==> src/rtl/reg_bank_pkg.sv <==
// Shared types and helpers for the overflow-flagged register bank.
package reg_bank_pkg;

    typedef enum logic {
        CLR_IDLE,
        CLR_SWEEP
    } clr_state_t;

    function automatic logic addr_ok(
        input int unsigned addr,
        input int unsigned depth
    );
        return addr < depth;
    endfunction

endpackage

==> src/rtl/reg_entry.sv <==
// One bank entry: WIDTH-bit data register plus its overflow flag.
module reg_entry
    import reg_bank_pkg::*;
#(
    parameter int WIDTH      = 16,
    parameter bit STICKY_OFL = 1'b0
) (
    input  logic             clk,
    input  logic             rst_n,
    input  logic             clr,
    input  logic             ld,
    input  logic             shift,
    input  logic [WIDTH-1:0] data,
    input  logic             ofl,
    input  logic             shift_in,
    output logic [WIDTH-1:0] q,
    output logic             flag
);

    logic [WIDTH-1:0] data_d, data_q;
    logic             flag_d, flag_q;

    // Fixed priority: clear beats load beats shift.
    always_comb begin
        data_d = data_q;
        flag_d = flag_q;
        if (clr) begin
            data_d = '0;
            flag_d = 1'b0;
        end else if (ld) begin
            data_d = data;
            flag_d = STICKY_OFL ? (flag_q | ofl) : ofl;
        end else if (shift) begin
            data_d = {shift_in, data_q[WIDTH-1:1]};
        end
    end

    always_ff @(posedge clk or negedge rst_n) begin
        if (!rst_n) begin
            data_q <= '0;
            flag_q <= 1'b0;
        end else begin
            data_q <= data_d;
            flag_q <= flag_d;
        end
    end

    assign q    = data_q;
    assign flag = flag_q;

endmodule

==> src/rtl/reg_bank_ofl.sv <==
// Bank of DEPTH overflow-flagged registers with addressed load/shift,
// two combinational read ports and a one-entry-per-cycle clear sweep.
module reg_bank_ofl
    import reg_bank_pkg::*;
#(
    parameter  int WIDTH      = 16,
    parameter  int DEPTH      = 4,
    parameter  bit STICKY_OFL = 1'b0,
    localparam int AW         = $clog2(DEPTH)
) (
    input  logic             Clk,
    input  logic             Reset_n,
    input  logic             Ld,
    input  logic [AW-1:0]    Ld_Addr,
    input  logic [WIDTH-1:0] Data_In,
    input  logic             Ofl,
    input  logic             Shift,
    input  logic [AW-1:0]    Shift_Addr,
    input  logic             Shift_In,
    input  logic             Clr_Start,
    output logic             Clr_Busy,
    input  logic [AW-1:0]    Rd_Addr_A,
    input  logic [AW-1:0]    Rd_Addr_B,
    output logic [WIDTH-1:0] Data_Out_A,
    output logic [WIDTH-1:0] Data_Out_B,
    output logic             Overflow_A,
    output logic             Overflow_B,
    output logic             Ofl_Any
);

    localparam logic [AW-1:0] LAST = AW'(DEPTH - 1);

    clr_state_t       state_q;
    logic [AW-1:0]    idx_q;
    logic             busy_q;

    logic [DEPTH-1:0] clr_v, ld_v, sh_v;
    logic [WIDTH-1:0] ent_data [DEPTH];
    logic [DEPTH-1:0] ent_flag;
    logic             ld_ok, sh_ok;

    always_ff @(posedge Clk or negedge Reset_n) begin
        if (!Reset_n) begin
            state_q <= CLR_IDLE;
            idx_q   <= '0;
            busy_q  <= 1'b0;
        end else begin
            unique case (state_q)
                CLR_IDLE: begin
                    if (Clr_Start) begin
                        state_q <= CLR_SWEEP;
                        idx_q   <= '0;
                        busy_q  <= 1'b1;
                    end
                end
                CLR_SWEEP: begin
                    if (idx_q == LAST) begin
                        state_q <= CLR_IDLE;
                        idx_q   <= '0;
                        busy_q  <= 1'b0;
                    end else begin
                        idx_q <= idx_q + 1'b1;
                    end
                end
            endcase
        end
    end

    // Commands arriving during the sweep are dropped, not queued.
    assign ld_ok = Ld && !busy_q && addr_ok(32'(Ld_Addr), DEPTH);
    assign sh_ok = Shift && !busy_q && addr_ok(32'(Shift_Addr), DEPTH);

    always_comb begin
        clr_v = '0;
        ld_v  = '0;
        sh_v  = '0;
        for (int i = 0; i < DEPTH; i++) begin
            clr_v[i] = busy_q && (idx_q == AW'(i));
            ld_v[i]  = ld_ok && (Ld_Addr == AW'(i));
            sh_v[i]  = sh_ok && (Shift_Addr == AW'(i));
        end
    end

    for (genvar g = 0; g < DEPTH; g++) begin : g_ent
        reg_entry #(
            .WIDTH      (WIDTH),
            .STICKY_OFL (STICKY_OFL)
        ) u_ent (
            .clk      (Clk),
            .rst_n    (Reset_n),
            .clr      (clr_v[g]),
            .ld       (ld_v[g]),
            .shift    (sh_v[g]),
            .data     (Data_In),
            .ofl      (Ofl),
            .shift_in (Shift_In),
            .q        (ent_data[g]),
            .flag     (ent_flag[g])
        );
    end

    // Unmatched (out-of-range) addresses fall through to zero.
    always_comb begin
        Data_Out_A = '0;
        Data_Out_B = '0;
        Overflow_A = 1'b0;
        Overflow_B = 1'b0;
        for (int i = 0; i < DEPTH; i++) begin
            if (Rd_Addr_A == AW'(i)) begin
                Data_Out_A = ent_data[i];
                Overflow_A = ent_flag[i];
            end
            if (Rd_Addr_B == AW'(i)) begin
                Data_Out_B = ent_data[i];
                Overflow_B = ent_flag[i];
            end
        end
    end

    assign Ofl_Any  = |ent_flag;
    assign Clr_Busy = busy_q;

endmodule
==> config.mk <==
export PLATFORM = sky130hd
export DESIGN_NAME = reg_bank_ofl
export DESIGN_NICKNAME = d
export VERILOG_FILES = /design/src/rtl/reg_bank_pkg.sv /design/src/rtl/reg_entry.sv /design/src/rtl/reg_bank_ofl.sv
export SDC_FILE = /design/constraint.sdc
export NUM_CORES = 1
export LEC_CHECK = 0
export ABC_CLOCK_PERIOD_IN_PS = 4200
export CAP_MARGIN = 20
export CORE_AREA = 2 2 89 91
export DETAILED_ROUTE_END_ITERATION = 10
export DIE_AREA = 0 0 91 93
export DONT_BUFFER_PORTS = 1
export GPL_TIMING_DRIVEN = 0
export PLACE_DENSITY = 0.74
export SYNTH_ARGS = -nofsm -noshare
export SYNTH_HDL_FRONTEND = slang
export SYNTH_SLANG_ARGS = --single-unit
==> constraint.sdc <==
create_clock -name Clk -period 4.2 [get_ports Clk]
set_input_delay 0.84 -clock Clk [delete_from_list [all_inputs] [get_ports Clk]]
set_output_delay 0.84 -clock Clk [all_outputs]
set_load 0.005 [all_outputs]
Word level (Yosys, flattened, before mapping). Cells that the tools add are included.

Register bits: 72. Logic and storage cells: 105.

$add $sub $neg: 1. Eq/ne operators: 17. Muxes and demuxes: 45. Bitwise operators: 1. Reductions and logical operators: 30.

Operator list (number): 16-bit 2-to-1 mux (20); 2-bit == test (second input constant) (10); 1-bit 2-to-1 mux (20); 1-bit logical AND (14); 3-bit nonzero test (4); 2-bit by 1-bit == test with 1-bit output (second input constant) (5); 2-bit logical NOT (5); 2-bit nonzero test (4); 2-bit 2-to-1 mux (2); 1-bit case mux with 2 select lines (2); 2-bit case mux with 2 select lines (1); 4-bit OR reduction (1); 2-bit by 1-bit adder with 2-bit output (second input constant) (1); 2-bit by 1-bit inequality test with 1-bit output (second input constant) (1); 2-bit inequality test (second input constant) (1); 2-bit AND reduction (1); 1-bit logical NOT (1); 1-bit NOT (1).

Logic depth before layout (Yosys ltp). Gate-level depths: netlist of the first run.

Depth in word-level cells: 6. Mapped depth: 6. Mapped depth without buffers: 5.

Cells and area by module. From an unflattened synthesis of the first run, not the netlist that was laid out.

Cell total of the unflattened synthesis: 372. Area total of the unflattened synthesis: 4743.3 µm².

Modules (own cells, without submodules): reg_entry (times used 4, cells each 74, area an instance 878.3 µm²); reg_bank_ofl (times used 1, cells each 76, area an instance 1229.9 µm²).

Least setup slack after synthesis of the first run. OpenSTA, ideal clock, no wires.

Path type: in2out. Start point: in Rd_Addr_A[1]. End point: out Data_Out_A[13]. Arrival time: 1841 ps. Data required time: 3360 ps. Slack: 1519 ps. Stages: 3. Cell sequence: buf_2 buf_2 mux4_2.

Word-level cells in the longest chain between the ends: 5. Elaborated cells between the ends (all ways): 8. Those cells by class: 3 x eq/ne; 4 x mux; 1 x reduce/logical.

RTL lines: start, declared (line reg_bank_ofl.sv:22) `input logic [AW-1:0] Rd_Addr_A,`; 2-bit logical NOT (line reg_bank_ofl.sv:109) `if (Rd_Addr_A == AW'(i)) begin`; 16-bit 2-to-1 mux (3 in series) (line reg_bank_ofl.sv:109); 16-bit 2-to-1 mux * (line reg_bank_ofl.sv:109); end, declared (line reg_bank_ofl.sv:24) `output logic [WIDTH-1:0] Data_Out_A,`.

Mark *: on every way between the ends. The rest lies on a longest branch, timed or not.

Final worst setup path of the first run.
Start point: in Rd_Addr_A[1]. End point: out Data_Out_A[14].

Same word-level chain as after synthesis.

==> results of run 1 <==
==> flip-flops by register name, summed over array words and instances, names as in the netlist <==
signal	flops
idx_q	2
state_q	1
g_ent.u_ent.q	64
Clr_Busy	1
g_ent.u_ent.flag	4
==> cell type report <==
class	count	area share
inverter	3	0.00235
buffer	46	0.0520
clock inverter	5	0.0269
tap	102	0.0267
clock buffer	10	0.0288
multi-input combinational	327	0.487
sequential	72	0.376
==> per-layer routing <==
layer,vias up,global-route usage
li1,1679,-
met1,1975,0.454
met2,265,0.526
met3,40,0.0814
met4,0,0.109
met5,-,0
==> power groups by stage <==
stage                     sequential, W  combinational (W)  clock (W)
after floorplan                 0.00116           0.000831          0
after global placement          0.00124           0.000997          0
after detailed placement        0.00128            0.00103          0
after CTS                       0.00126            0.00104   0.000738
after global routing            0.00131            0.00115   0.000774
final                           0.00128            0.00105   0.000738
==> worst paths after layout <==
path / startpoint / endpoint / slack (ns) / depth (start not counted)
max: Rd_Addr_A[1] / Data_Out_A[14] / 1.28 / 3
min: Reset_n / g_ent[2].u_ent.q[6]$_DFFE_PN0P_ / 0.18 / 0
max reg2reg: Clr_Busy$_DFFE_PN0P_ / g_ent[1].u_ent.q[11]$_DFFE_PN0P_ / 2.22 / 6
min reg2reg: g_ent[0].u_ent.q[0]$_DFFE_PN0P_ / g_ent[0].u_ent.q[0]$_DFFE_PN0P_ / 0.56 / 2
max in group asynchronous: Reset_n / g_ent[1].u_ent.q[12]$_DFFE_PN0P_ / 3.91 / 0
min in group Clk: g_ent[0].u_ent.q[0]$_DFFE_PN0P_ / g_ent[0].u_ent.q[0]$_DFFE_PN0P_ / 0.56 / 2
==> per-stage QoR <==
stage | instances | worst slack, ns | cell area, sq um | util
after floorplan | 448 | 1.52 | 4390 | -
after global placement | 550 | 1.28 | 4520 | 0.600
after detailed placement | 550 | 1.28 | 4520 | 0.600
after CTS | 565 | 1.28 | 4790 | 0.636
after global routing | 565 | 1.23 | 4790 | 0.636
final | 565 | 1.28 | 4790 | 0.636
==> kinds of logic (layout without fill, tap and decap cells) <==
logic type / Yosys count / in the layout
AO/OA/AOI/OAI: 102 / 102
adder cells (fa/ha/maj): 4 / 4
buffers and inverters: 49 / 64
flip-flops: 72 / 72
multiplexers: 40 / 40
AND/OR/NAND/NOR: 181 / 181
==> critical path, cell delays in order <==
cell and delay (ns):
buf_2 0.28, buf_2 0.37, mux4_2 0.59
==> synth_stat cells <==
cell type  instances
buf_2             21
nor2_1             1
and4b_1            1
clkbuf_2           1
nor4b_4            2
a21oi_1            4
a31oi_1           48
nor4bb_1           2
or4b_1             1
o21ai_1            5
ha_1               4
nand3_1           32
nand4b_1           2
mux2_2             1
dfrtp_1           72
or4b_4             1
buf_6              6
clkbuf_1          17
a22o_1             1
nand4bb_1          4
or4_1              1
mux2i_1            5
buf_4              1
o21ai_0           44
mux4_2            34
inv_1              3
nand2_1          118
nand4_1           16
==> impl_metrics.tcl, run 1 <==
set metrics [dict create \
    period_minus_slack_ns 2.92 \
    crit_arrival_ns 2.08 \
    syn_area_sq_um 4390 \
    grt_use_total 0.331 \
    antenna_cells 0 \
    wl_met1_um 5120 \
    via_count 3959 \
    routedWlPerCell_um 23.7 \
    die_x_um 91 \
    clock_sinks 72 \
    grt_max_degree 73 \
    startpoint_type "primary input" \
    path_clk_slew_ns 0.08 \
    critPathKind "primary input to primary output" \
    portBuffers 0 \
    fillers 645 \
    final_common_cell "nand2_1" \
    p_per_area_nw_per_um2 640 \
    met3WireLength_um 1520 \
    cts-root-buf "clkbuf_8" \
    synthSimpleGateAreaFrac 0.200 \
    yosysWarnings 0 \
    regArea_sq_um 1800 \
    p_seq_frac 0.417 \
    switching_power_w 0.00113 \
    cts_max_level 3 \
    highest_layer "met4" \
    relSlewSlack 0.567 \
    synth_top_family_by_area "simple AND/OR/NAND/NOR gates" \
    ioPinCount 67 \
    final.setup.tns_ns 0 \
    min_path_type "primary input to asynchronous set/reset pin" \
    synth_xor_area_frac 0 \
    grt_first_pass_wirelength_um 21300 \
    synth_nets 483 \
    drc 0 \
    grt_overflow 0 \
    cts_tree "done" \
    gp_congestion 0.874 \
    synth_seq_cells 72 \
    intPower_w 0.00194 \
    critPathRequiredTime_ns 3.36 \
    rsz0062_at_grt "no" \
    coreArea_sq_um 7530 \
    via_per_inst 7.01 \
    cts_setup_buffers 0 \
    yosysSeqAreaShare 0.410 \
    ys_types 28 \
    yosys-top-cells-area "dfrtp_1 (41%), mux4_2 (17%), nand2_1 (10%), a31oi_1 (6.8%), o21ai_0 (5.0%)" \
    worst_slew_pin_slew_ns 0.647 \
    wl_met2_um 6320 \
    die_h_um 93 \
    tritoncts.num_buffers 9 \
    muxShareOfSynthArea 0.188 \
    final_cell_mix "nand2_1 (118), dfrtp_1 (72), a31oi_1 (48)" \
    p_comb_frac 0.343 \
    dp_hpwl_um 9100 \
    grt_pass1_vias 3896 \
    ir_drop_uv 290 \
    fin_total_pwr_w 0.00306 \
    clock_power_share 0.241 \
    wl_um 13400 \
    endpoint_kind "primary output" \
    antenna_found_initial 0 \
    synth_top_area_frac 0.410 \
    synth_compound_area_frac 0.131 \
    area_growth_pct 8.97 \
    skew_ns 0.00970 \
    start_util 0.583 \
    drtIter0Drc 500 \
    synth_cells 448 \
    whs_ns 0.182 \
    row_count 32 \
    finalHoldViolCount 0 \
    cp_max_fo 10 \
    drive_above_1_share 0.177 \
    clk_latency_ns 0.35 \
    status "completed" \
    die-area_sq_um 8460 \
    dr.pass1.iters 5 \
    multi_input_area_sq_um 2330 \
    fmax_mhz 343 \
    yosysTopAreaCell "dfrtp_1" \
    cap_violations 0 \
    period_share 0.695 \
    antenna_left 0 \
    final_nets 494 \
    ctsResizeCount 0 \
    synthAdderAreaFrac 0.0114 \
    syn_area_per_cell_sq_um 9.80 \
    maxSlewViolCount 0 \
    leakage_nw 2.02 \
    cts_buffer_depth 2 \
    switching_share 0.367 \
    holdBufCountCts 0 \
    setup_viol 0 \
]
No activity file was read; power rests on OpenSTA's default activity.
==> run 2: changes to the inputs <==
- ABC_CLOCK_PERIOD_IN_PS: 4200 -> 2900
- clock period: 4.2 -> 2.9 ns (I/O delays scaled with it)
==> run 2 against run 1 <==
Effect of this change: non-clock buffer count grew 1; critical path type unchanged; global-route usage grew 0.34 points; critical endpoint unchanged; combinational power grew 48%; sequential power grew 45%; critical path depth is the same; final cell count grew 0.18%.
==> impl_metrics.tcl, run 2 (synthesis results as in run 1) <==
set metrics [dict create \
    grt_overflow 0 \
    final_cell_mix "nand2_1 (118), dfrtp_1 (72), a31oi_1 (48)" \
    ctsResizeCount 0 \
    cap_violations 0 \
    ioPinCount 67 \
    portBuffers 0 \
    coreArea_sq_um 7530 \
    endpoint_kind "primary output" \
    antenna_found_initial 0 \
    setup_viol 0 \
    wl_um 13600 \
    regToRegEndpoint "g_ent[1].u_ent.q[11]$_DFFE_PN0P_" \
    dr.pass1.iters 6 \
    cts-root-buf "clkbuf_8" \
    period_share 0.827 \
    maxSlewViolCount 0 \
    drive_above_1_share 0.179 \
    cts_setup_buffers 0 \
    placed_area_sq_um 4520 \
    dp_hpwl_um 9100 \
    cts_tree "done" \
    die_h_um 93 \
    antenna_cells 0 \
    final_nets 495 \
    die-area_sq_um 8460 \
    clk_latency_ns 0.35 \
    ir_drop_uv 419 \
    rr_worst_depth 6 \
    fin_ws_ns 0.500 \
    grt_pass1_vias 3926 \
    clock_sinks 72 \
    largest_reg_flops 64 \
    tritoncts.num_buffers 9 \
    die_x_um 91 \
    critPathKind "primary input to primary output" \
    final_common_cell "nand2_1" \
    rsz0062_at_grt "no" \
    antenna_left 0 \
    start_util 0.583 \
    cts_buffer_depth 2 \
    final.setup.tns_ns 0 \
    skew_ns 0.00767 \
    relSlewSlack 0.574 \
    gp_congestion 0.874 \
    crit_arrival_ns 1.82 \
    critPathRequiredTime_ns 2.32 \
    grt_first_pass_wirelength_um 21500 \
    p_per_area_nw_per_um2 929 \
    startpoint_type "primary input" \
    place_ws_ns 0.496 \
    area_growth_pct 9.60 \
    fmax_mhz 417 \
    r2r_start "Clr_Busy$_DFFE_PN0P_" \
    via_count 3980 \
    r2r_slack_ns 0.94 \
    cts_max_level 3 \
    routedWlPerCell_um 23.9 \
    status "completed" \
    path_clk_slew_ns 0.08 \
    fin_area_sq_um 4810 \
    via_per_inst 7.03 \
    min_path_type "primary input to asynchronous set/reset pin" \
    leakage_nw 2.03 \
    drtIter0Drc 501 \
    drc 0 \
    finalHoldViolCount 0 \
    row_count 32 \
    worst_slew_pin_slew_ns 0.636 \
    cp_max_fo 10 \
    grt_use_total 0.334 \
    grt_max_degree 73 \
    fin_total_pwr_w 0.00447 \
    period_minus_slack_ns 2.40 \
]
[run 2: layer usage]
| metal | vias to the layer above | wire (um) | GRT usage |
|---|---|---|---|
| li1 | 1691 | - | - |
| met3 | 42 | 1710 | 0.0782 |
| met1 | 1950 | 5030 | 0.455 |
| met4 | 0 | 375 | 0.117 |
| met2 | 297 | 6440 | 0.534 |
| met5 | - | 0 | 0 |
[run 2: worst max-delay path by stage]
stage,start,slack [ns],cells past startpoint,to
after CTS,Rd_Addr_A[1],0.49,3,Data_Out_A[14]
final,Rd_Addr_A[1],0.50,3,Data_Out_A[14]
after global routing,Rd_Addr_B[1],0.45,3,Data_Out_B[13]
after detailed placement,Rd_Addr_B[1],0.50,3,Data_Out_B[13]
after floorplan,Rd_Addr_A[1],0.74,3,Data_Out_A[13]
after global placement,Rd_Addr_A[1],0.50,3,Data_Out_A[13]
[run 2: metrics by stage]
step	instances	utilization	hold slack, ns
after floorplan	448	-	0.284
after global placement	550	0.600	0.287
after detailed placement	550	0.600	0.287
after CTS	566	0.639	0.135
after global routing	566	0.639	0.145
final	566	0.639	0.101
[run 2: layout make-up]
type | count | area (sq um)
multi-input combinational | 327 | 2330
timing repair buffer | 1 | 27.5
tap | 102 | 128
clock buffer | 10 | 138
clock inverter | 5 | 129
inverter | 3 | 11.3
fill | 643 | 2710
sequential | 72 | 1800
buffer | 46 | 249
[run 2: timing repair]
action,CTS,global route
endpoints found under the hold margin,72,0
setup endpoints to repair,0,0
hold buffers,1,0
[run 2: power breakdown]
part,internal (W),total (W),switching [W]
sequential,0.00140,0.00185,0.000453
combinational,0.000733,0.00155,0.000814
clock,0.000679,0.00107,0.000394
[run 2: worst max-delay path: stages]
cell and delay (ns):
buf_2 0.27, buf_2 0.37, mux4_2 0.59
